**src/rtl/cpu_pkg.sv**
```systemverilog
// Shared CPU constants: datapath widths, ALU opcodes and the bypass-select encoding.
`default_nettype none

package cpu_pkg;

  localparam int DATA_W = 32;
  localparam int REG_AW = 5;

  localparam logic [4:0] ALU_LUI  = 5'b00000;
  localparam logic [4:0] ALU_ADDU = 5'b00001;
  localparam logic [4:0] ALU_ADD  = 5'b00010;
  localparam logic [4:0] ALU_SUBU = 5'b00011;
  localparam logic [4:0] ALU_SUB  = 5'b00100;
  localparam logic [4:0] ALU_AND  = 5'b00101;
  localparam logic [4:0] ALU_OR   = 5'b00110;
  localparam logic [4:0] ALU_XOR  = 5'b00111;
  localparam logic [4:0] ALU_NOR  = 5'b01000;
  localparam logic [4:0] ALU_SLL  = 5'b01001;
  localparam logic [4:0] ALU_SRL  = 5'b01010;
  localparam logic [4:0] ALU_SRA  = 5'b01011;
  localparam logic [4:0] ALU_SLT  = 5'b10111;
  localparam logic [4:0] ALU_SLTU = 5'b11000;
  localparam logic [4:0] ALU_NOP  = ALU_ADDU;

  typedef enum logic [1:0] {
    FWD_REG = 2'd0,
    FWD_MEM = 2'd1,
    FWD_WB  = 2'd2
  } fwd_sel_e;

endpackage

`default_nettype wire

```
**src/rtl/operand_forward.sv**
```systemverilog
// One-source bypass mux: EX/MEM result beats MEM/WB data beats the registered value;
// register 0 is never forwarded.
`default_nettype none

module operand_forward #(
  parameter int DATA_W = 32,
  parameter int REG_AW = 5
) (
  input  logic [REG_AW-1:0] src_i,
  input  logic [DATA_W-1:0] reg_data_i,
  input  logic              mem_we_i,
  input  logic [REG_AW-1:0] mem_rd_i,
  input  logic [DATA_W-1:0] mem_data_i,
  input  logic              wb_we_i,
  input  logic [REG_AW-1:0] wb_rd_i,
  input  logic [DATA_W-1:0] wb_data_i,
  output logic [DATA_W-1:0] data_o
);
  import cpu_pkg::*;

  fwd_sel_e fwd_sel;

  always_comb begin
    fwd_sel = FWD_REG;
    if (mem_we_i && (mem_rd_i != '0) && (mem_rd_i == src_i)) begin
      fwd_sel = FWD_MEM;
    end else if (wb_we_i && (wb_rd_i != '0) && (wb_rd_i == src_i)) begin
      fwd_sel = FWD_WB;
    end
  end

  always_comb begin
    data_o = reg_data_i;
    case (fwd_sel)
      FWD_MEM: data_o = mem_data_i;
      FWD_WB:  data_o = wb_data_i;
      default: data_o = reg_data_i;
    endcase
  end

endmodule

`default_nettype wire

```
**src/rtl/id_ex_stage.sv**
```systemverilog
// ID/EX pipeline register with operand bypass and hazard stall generation.
// FORWARDING_EN selects the bypass network; without it every RAW hazard stalls instead.
`default_nettype none

module id_ex_stage #(
  parameter int DATA_W = 32,
  parameter int REG_AW = 5,
  parameter int OP_W   = 5
) (
  input  logic              clk,
  input  logic              rst_n,
  input  logic              Hold,
  input  logic              Flush,
  input  logic              ID_Valid,
  input  logic [REG_AW-1:0] ID_Rs,
  input  logic [REG_AW-1:0] ID_Rt,
  input  logic [REG_AW-1:0] ID_Rd,
  input  logic              ID_UsesRs,
  input  logic              ID_UsesRt,
  input  logic [DATA_W-1:0] ID_RsData,
  input  logic [DATA_W-1:0] ID_RtData,
  input  logic [DATA_W-1:0] ID_Imm,
  input  logic              ID_ALUSrc,
  input  logic [OP_W-1:0]   ID_ALUOperation,
  input  logic [4:0]        ID_Shamt,
  input  logic              ID_RegWrite,
  input  logic              ID_MemRead,
  input  logic              ID_MemWrite,
  input  logic              MEM_RegWrite,
  input  logic [REG_AW-1:0] MEM_Rd,
  input  logic [DATA_W-1:0] MEM_Result,
  input  logic              WB_RegWrite,
  input  logic [REG_AW-1:0] WB_Rd,
  input  logic [DATA_W-1:0] WB_Data,
  output logic [DATA_W-1:0] Operand1,
  output logic [DATA_W-1:0] Operand2,
  output logic [OP_W-1:0]   ALUOperation,
  output logic [4:0]        Shamt,
  output logic [REG_AW-1:0] EX_Rd,
  output logic              EX_RegWrite,
  output logic              EX_MemRead,
  output logic              EX_MemWrite,
  output logic              EX_Valid,
  output logic [DATA_W-1:0] EX_StoreData,
  output logic              StallIF_ID
);
  import cpu_pkg::*;

  logic              valid_q, valid_d;
  logic [REG_AW-1:0] rs_q, rs_d, rt_q, rt_d, rd_q, rd_d;
  logic [DATA_W-1:0] rs_data_q, rs_data_d, rt_data_q, rt_data_d, imm_q, imm_d;
  logic              alusrc_q, alusrc_d;
  logic [OP_W-1:0]   aluop_q, aluop_d;
  logic [4:0]        shamt_q, shamt_d;
  logic              regwrite_q, regwrite_d, memread_q, memread_d, memwrite_q, memwrite_d;
  logic [DATA_W-1:0] fwd_rs, fwd_rt;
  logic              load_use;

  function automatic logic src_hit(input logic uses, input logic [REG_AW-1:0] src,
                                   input logic [REG_AW-1:0] dst);
    return uses && (src != '0) && (src == dst);
  endfunction

  assign load_use = valid_q && memread_q &&
                    (src_hit(ID_UsesRs, ID_Rs, rd_q) || src_hit(ID_UsesRt, ID_Rt, rd_q));

`ifdef FORWARDING_EN
  assign StallIF_ID = load_use;

  operand_forward #(.DATA_W(DATA_W), .REG_AW(REG_AW)) u_fwd_rs (
    .src_i(rs_q), .reg_data_i(rs_data_q),
    .mem_we_i(MEM_RegWrite), .mem_rd_i(MEM_Rd), .mem_data_i(MEM_Result),
    .wb_we_i(WB_RegWrite), .wb_rd_i(WB_Rd), .wb_data_i(WB_Data),
    .data_o(fwd_rs)
  );

  operand_forward #(.DATA_W(DATA_W), .REG_AW(REG_AW)) u_fwd_rt (
    .src_i(rt_q), .reg_data_i(rt_data_q),
    .mem_we_i(MEM_RegWrite), .mem_rd_i(MEM_Rd), .mem_data_i(MEM_Result),
    .wb_we_i(WB_RegWrite), .wb_rd_i(WB_Rd), .wb_data_i(WB_Data),
    .data_o(fwd_rt)
  );
`else
  logic raw_ex, raw_mem, raw_wb;
  logic unused_nofwd;

  // Without a bypass, any in-flight writer of a used source must drain first.
  assign raw_ex  = valid_q && regwrite_q &&
                   (src_hit(ID_UsesRs, ID_Rs, rd_q) || src_hit(ID_UsesRt, ID_Rt, rd_q));
  assign raw_mem = MEM_RegWrite &&
                   (src_hit(ID_UsesRs, ID_Rs, MEM_Rd) || src_hit(ID_UsesRt, ID_Rt, MEM_Rd));
  assign raw_wb  = WB_RegWrite &&
                   (src_hit(ID_UsesRs, ID_Rs, WB_Rd) || src_hit(ID_UsesRt, ID_Rt, WB_Rd));
  assign StallIF_ID = load_use || raw_ex || raw_mem || raw_wb;

  assign fwd_rs = rs_data_q;
  assign fwd_rt = rt_data_q;
  assign unused_nofwd = ^{MEM_Result, WB_Data, rs_q, rt_q};
`endif

  always_comb begin
    valid_d    = valid_q;
    rs_d       = rs_q;
    rt_d       = rt_q;
    rd_d       = rd_q;
    rs_data_d  = rs_data_q;
    rt_data_d  = rt_data_q;
    imm_d      = imm_q;
    alusrc_d   = alusrc_q;
    aluop_d    = aluop_q;
    shamt_d    = shamt_q;
    regwrite_d = regwrite_q;
    memread_d  = memread_q;
    memwrite_d = memwrite_q;
    if (!Hold) begin
      if (Flush || StallIF_ID) begin
        valid_d    = 1'b0;
        rs_d       = '0;
        rt_d       = '0;
        rd_d       = '0;
        rs_data_d  = '0;
        rt_data_d  = '0;
        imm_d      = '0;
        alusrc_d   = 1'b0;
        aluop_d    = OP_W'(ALU_NOP);
        shamt_d    = '0;
        regwrite_d = 1'b0;
        memread_d  = 1'b0;
        memwrite_d = 1'b0;
      end else begin
        valid_d    = ID_Valid;
        rs_d       = ID_Rs;
        rt_d       = ID_Rt;
        rd_d       = ID_Rd;
        rs_data_d  = ID_RsData;
        rt_data_d  = ID_RtData;
        imm_d      = ID_Imm;
        alusrc_d   = ID_ALUSrc;
        aluop_d    = ID_ALUOperation;
        shamt_d    = ID_Shamt;
        regwrite_d = ID_RegWrite && ID_Valid;
        memread_d  = ID_MemRead  && ID_Valid;
        memwrite_d = ID_MemWrite && ID_Valid;
      end
    end
  end

  always_ff @(posedge clk or negedge rst_n) begin
    if (!rst_n) begin
      valid_q    <= 1'b0;
      rs_q       <= '0;
      rt_q       <= '0;
      rd_q       <= '0;
      rs_data_q  <= '0;
      rt_data_q  <= '0;
      imm_q      <= '0;
      alusrc_q   <= 1'b0;
      aluop_q    <= OP_W'(ALU_NOP);
      shamt_q    <= '0;
      regwrite_q <= 1'b0;
      memread_q  <= 1'b0;
      memwrite_q <= 1'b0;
    end else begin
      valid_q    <= valid_d;
      rs_q       <= rs_d;
      rt_q       <= rt_d;
      rd_q       <= rd_d;
      rs_data_q  <= rs_data_d;
      rt_data_q  <= rt_data_d;
      imm_q      <= imm_d;
      alusrc_q   <= alusrc_d;
      aluop_q    <= aluop_d;
      shamt_q    <= shamt_d;
      regwrite_q <= regwrite_d;
      memread_q  <= memread_d;
      memwrite_q <= memwrite_d;
    end
  end

  assign Operand1     = fwd_rs;
  assign Operand2     = alusrc_q ? imm_q : fwd_rt;
  assign EX_StoreData = fwd_rt;
  assign ALUOperation = aluop_q;
  assign Shamt        = shamt_q;
  assign EX_Rd        = rd_q;
  assign EX_Valid     = valid_q;
  assign EX_RegWrite  = regwrite_q;
  assign EX_MemRead   = memread_q;
  assign EX_MemWrite  = memwrite_q;

endmodule

`default_nettype wire

```
**config.mk**
```make
export PLATFORM = sky130hd
export DESIGN_NAME = id_ex_stage
export DESIGN_NICKNAME = d
export VERILOG_FILES = /design/src/rtl/cpu_pkg.sv /design/src/rtl/operand_forward.sv /design/src/rtl/id_ex_stage.sv
export SDC_FILE = /design/constraint.sdc
export NUM_CORES = 1
export LEC_CHECK = 0
export ABC_AREA = 1
export BUFFER_PORTS_ARGS = -buffer_cell sky130_fd_sc_hd__buf_4
export CELL_PAD_IN_SITES_DETAIL_PLACEMENT = 2
export CELL_PAD_IN_SITES_GLOBAL_PLACEMENT = 2
export CORE_MARGIN = 2
export CORE_UTILIZATION = 25
export DETAILED_ROUTE_END_ITERATION = 7
export GPL_TIMING_DRIVEN = 0
export PLACE_DENSITY_LB_ADDON = 0.1
export SYNTH_ARGS = -nofsm -noshare
export SYNTH_HDL_FRONTEND = slang
export SYNTH_SLANG_ARGS = --single-unit
```
**constraint.sdc**
```tcl
create_clock -name clk -period 2.1 [get_ports clk]
set_input_delay 0.42 -clock clk [delete_from_list [all_inputs] [get_ports clk]]
set_output_delay 0.42 -clock clk [all_outputs]
set_load 0.01 [all_outputs]
```
Word-level counts from Yosys, hierarchy flattened

Index checks and enable logic that the tools add are counted.

Register bits after elaboration: 116
Logic and storage cells: 55

Equal/unequal tests: 6
Mux-type cells: 12
Reduce and logical (&&, ||, !) cells: 26

Operators with widths:

| kind                | number |
|---|---|
| 2-to-1 mux 32 bit   | 4 |
| equality test 5 bit | 6 |
| logical AND 1 bit   | 17 |
| 2-to-1 mux 5 bit    | 3 |
| nonzero test 5 bit  | 2 |
| logical OR 1 bit    | 7 |
| 2-to-1 mux 1 bit    | 5 |

Logic depth before layout (Yosys ltp)

Depth in word-level cells: 10
Mapped depth: 12
Mapped depth without buffers: 12

Worst setup path before layout

No wires, ideal clock.

Kind: reg2out
Start: register alusrc_q
End: output port Operand2[10]
Arrival: 1252 ps
Required time: 1680 ps
Path slack: 428 ps
Stages on the path, launching flop included: 4
Buffers on the path: 2
Cell sequence: dfrtp_1 -> clkbuf_1 -> clkbuf_1 -> mux2_2

Cells in the longest elaborated chain, start to end: 1

Ends and longest elaborated chain:

| what                     | RTL line           | source |
|---|---|---|
| start: declaration       | id_ex_stage.sv:52  | `logic alusrc_q, alusrc_d;` |
| start signal: assignment | id_ex_stage.sv:171 | `alusrc_q <= alusrc_d;` |
| 2-to-1 mux 32 bit        | id_ex_stage.sv:181 | `assign Operand2 = alusrc_q ? imm_q : fwd_rt;` |
| end: declaration         | id_ex_stage.sv:36  | `output logic [DATA_W-1:0] Operand2,` |

No other way between the ends.

Final worst setup path

Start: register rd_q[2], in the netlist EX_Rd[2]
End: output port StallIF_ID

Cells in the longest elaborated chain, start to end: 7
Elaborated cells between the ends (all ways): 10
Classes of those cells: eq/ne (2); reduce/logical (8)

Ends and longest elaborated chain:

| what                                        | RTL line                             | source |
|---|---|---|
| start: declaration                          | id_ex_stage.sv:50                    | `logic [REG_AW-1:0] rs_q, rs_d, rt_q, rt_d, rd_q, rd_d;` |
| start signal: assignment                    | id_ex_stage.sv:167                   | `rd_q <= rd_d;` |
| equality test 5 bit                         | id_ex_stage.sv:61                    | `return uses && (src != '0) && (src == dst);` |
| logical AND 1 bit                           | id_ex_stage.sv:61                    |  |
| logical OR 1 bit (*)                        | id_ex_stage.sv:65, id_ex_stage.sv:89 |  |
| logical AND 1 bit, on equally long branches | id_ex_stage.sv:64, id_ex_stage.sv:88 |  |
| logical OR 1 bit (*) (3 in a row)           | id_ex_stage.sv:94                    | `assign StallIF_ID = load_use \|\| raw_ex \|\| raw_mem \|\| raw_wb;` |
| end: declaration                            | id_ex_stage.sv:45                    | `output logic StallIF_ID` |

Every way passes the cells marked *; elsewhere a longest branch is shown, timed or not.

==> results by group <==
Status
  • Status: complete, no violations

STA
  • Slew Viols, Final: 0
  • Slew @ Worst Pin: 0.637 ns
  • Fin crit share: 100%
  • Fin. Hold Viols: 0
  • Final Skew: 0.0122 ns
  • RSZ-0062 raised after global routing: true
  • Fmax: 476 MHz
  • Setup TNS: 0 ns
  • Minimum clock period: 2.10 ns
  • Slew HR: 57.5%
  • Setup-failing EPs final: 0

Synthesis
  • Yosys top cell by area: dfrtp_1
  • Asr flop ratio synth: 100%
  • Syn_nets: 849
  • Synth top area cells: dfrtp_1 48%, nand2_1 16%, o21ai_2 12%, mux2_2 6.0%, buf_12 3.0%
  • Seq/Total Area, Yosys: 48.4%
  • Largest family of logic cells by synthesized area: simple AND/OR/NAND/NOR gates
  • Avg Synthesized Cell Area: 9.36 sq um
  • Multiplexer share of the synthesized area: 6.01%
  • Post-synth EDFFs: 0
  • #FFs+latches synth: 116
  • Ys Warns: 0
  • Synth top cells by count: 259 x nand2_1, 115 x dfrtp_1, 80 x o21ai_2
  • Synth Area in XOR/XNOR: 3.21%
  • Most frequent cell after synthesis: nand2_1
  • Synth top area share: 48.0%
  • Distinct cells, synth: 27
  • Synth Flop Type: dfrtp_1
  • Synth Instances: 641
  • Synth Area in Compound Gates: 14.5%
  • Post-Synth Adder-Cell Area: 0%
  • Post-Synth Simple-Gate Area: 20.2%
  • Mapped Area: 6000 sq um

Power
  • Clk pwr share: 42.1%
  • Combinational power share: 20.9%
  • Switching Share: 28.7%
  • Switching power: 1.99 mW
  • Sequential share of power: 37.0%
  • VDD IR max: 0.488 mV
  • Internal power: 4.95 mW
  • P_leak: 4.57 nW
  • Pwr/cell area: 763 nW/um^2

Final layout
  • Fin area: 9100 sq um
  • Layout Cells excl Fill: 1259
  • Fill cell count: 2615
  • Final nets: 1134
  • Layout cells sized above 1: 48.1%
  • Layout area overhead: 51.7%

Floorplan
  • Initial Util: 25.5%
  • Total core area: 23500 sq um
  • DIE WIDTH: 159 um
  • Die ar.: 25200 sq um
  • Die Y: 159 um
  • Top Ports: 324
  • Num rows: 56

CTS
  • H-tree depth: 4
  • CTS buffer count: 17
  • Clock Path Buffers: 2
  • Clock Sinks: 116
  • CTS tree: built
  • Root Driver: clkbuf_16
  • Clk slew on worst S/H paths: 0.06 ns
  • Worst skew pair latency: 0.41 ns

GRT
  • Initial antenna violation count: 1
  • Vias in the first global route: 6506
  • GR Overflow Total: 0
  • First-pass GRT wire length: 36600 um
  • Pin count of the biggest net entering global routing: 61
  • Gr usage total: 18.5%

Setup path
  • Worst Setup Start Kind: flop
  • WS Path Type: flop to primary output
  • Worst setup EP type: primary output
  • Worst Path Max Fanout: 4
  • Critical path data arrival time: 1.68 ns
  • R2R cell count: 10
  • Worst EP required: 1.68 ns

Min path
  • Hold Path Depth: 3
  • Min-delay worst type: primary input to flop

Placement
  • DP Area: 8360 sq um
  • HPWL after detailed placement: 17900 um
  • Port buffer count: 258
  • Dpl cells: 1219
  • GP Congestion: 0.776

Drt
  • Drt total wl: 22900 um
  • Pre-antenna DRT Iters: 6
  • Average vias per placed instance: 4.45
  • Routed Antenna Nets: 0
  • Vias: 5601
  • # DRC: 0
  • DRT iter0 DRCs: 124
  • Routed length per instance: 18.2 um

Run
  • Max-cap violations: 0
[layout by cell type (no fill, tap or decap), types with 2 or more instances in the layout]
| cell | instances |
|---|---|
| clkinv_2 | 2 |
| dlygate4sd1_1 | 12 |
| nor2_1 | 18 |
| inv_2 | 3 |
| buf_12 | 9 |
| nand3_2 | 3 |
| clkbuf_2 | 3 |
| buf_4 | 263 |
| clkbuf_16 | 17 |
| inv_1 | 13 |
| o21ai_0 | 31 |
| xnor2_1 | 5 |
| dlygate4sd3_1 | 7 |
| nand2_4 | 3 |
| nor2_2 | 2 |
| inv_6 | 4 |
| clkinvlp_4 | 4 |
| dfrtp_2 | 2 |
| nand4_1 | 5 |
| nand2_2 | 7 |
| o21ai_2 | 80 |
| clkbuf_1 | 5 |
| buf_2 | 2 |
| clkinv_4 | 2 |
| clkbuf_8 | 4 |
| dfrtp_1 | 113 |
| nand2_1 | 255 |
| bufinv_16 | 2 |
| buf_6 | 2 |
| mux2_2 | 32 |
| nand3_1 | 4 |
| xor2_1 | 16 |
[area by class of cell]
class | instances | area (sq um) | area share [%]
Buffer | 40 | 430 | 4.73
Multi-Input combinational cell | 468 | 2670 | 29.4
Timing Repair Buffer | 267 | 2030 | 22.4
Clock inverter | 14 | 153 | 1.68
Antenna cell | 1 | 2.50 | 0.0275
Clock buffer | 18 | 439 | 4.83
Tap cell | 319 | 399 | 4.39
Inverter | 16 | 60.1 | 0.660
Sequential cell | 116 | 2910 | 32.0
[layer usage]
layer | share of wire, % | vias up | GRT usage, %
met5 | 0 | - | 0
li1 | - | 2634 | -
met1 | 41 | 2785 | 21.6
met2 | 52 | 167 | 33.0
met4 | 0.90 | 0 | 4.34
met3 | 6.4 | 15 | 5.90
[power groups by stage]
stage               combinational [mW]  sequential, mW  clock, mW
floorplan                        0.608            2.62          0
global placement                  1.40            2.59          0
detailed placement                1.46            2.60          0
CTS                               1.49            2.57       3.01
global route                      1.60            2.59       3.11
finish                            1.45            2.57       2.92
[logic make-up after synthesis]
family,after synthesis
flops,116
compound gates,113
buf+inv,57
xor+xnor,22
mux,32
simple gates,301
[state kept, by name (all words and copies together) (netlist names)]
register      count
EX_Valid          1
EX_MemRead        1
EX_StoreData     32
Shamt             5
imm_q            32
ALUOperation      5
Operand1         32
EX_RegWrite       1
EX_MemWrite       1
EX_Rd             5
alusrc_q          1
[worst paths after layout]
check	start	to	slack [ns]
setup / recovery	EX_Rd[2]	StallIF_ID	0.0005
hold / removal	ID_MemWrite	EX_MemWrite	0.26
setup reg to reg	EX_Rd[2]	imm_q[24]	0.28
hold reg to reg	imm_q[8]	imm_q[8]	0.48
max in group asynchronous	rst_n	imm_q[9]	0.82
min in group asynchronous	rst_n	Operand1[26]	0.56
[worst max-delay path, cell delays in order, from the launching register on]
cell and delay, ns:
dfrtp_1 0.45, xor2_1 0.19, nor2_1 0.13, nand3_2 0.09, nand2_2 0.10, nand2_4 0.06, nand2_4 0.08, nor2_4 0.04
inv_2 0.05, buf_6 0.09
[what timing repair did]
action | CTS | global route
hold endpoints to repair | 1 | 0
setup endpoints to repair | 33 | 21
pin swaps | 7 | 6
buffers inserted | 7 | 0
hold buffers | 1 | 0
gates resized for setup | 19 | 10
[stage by stage]
stage               total power [mW]  hold WS [ns]  worst slack, ns  util (%)
finish                          6.94         0.261         0.000520      38.6
global route                    7.31         0.260           -0.125      38.6
CTS                             7.06         0.243          -0.0631      38.5
detailed placement              4.06         0.445           -0.243      35.5
global placement                3.99         0.459           -0.177      35.4
floorplan                       3.23         0.124            0.428         -
Note: power is estimated with default switching activity, not from simulation.
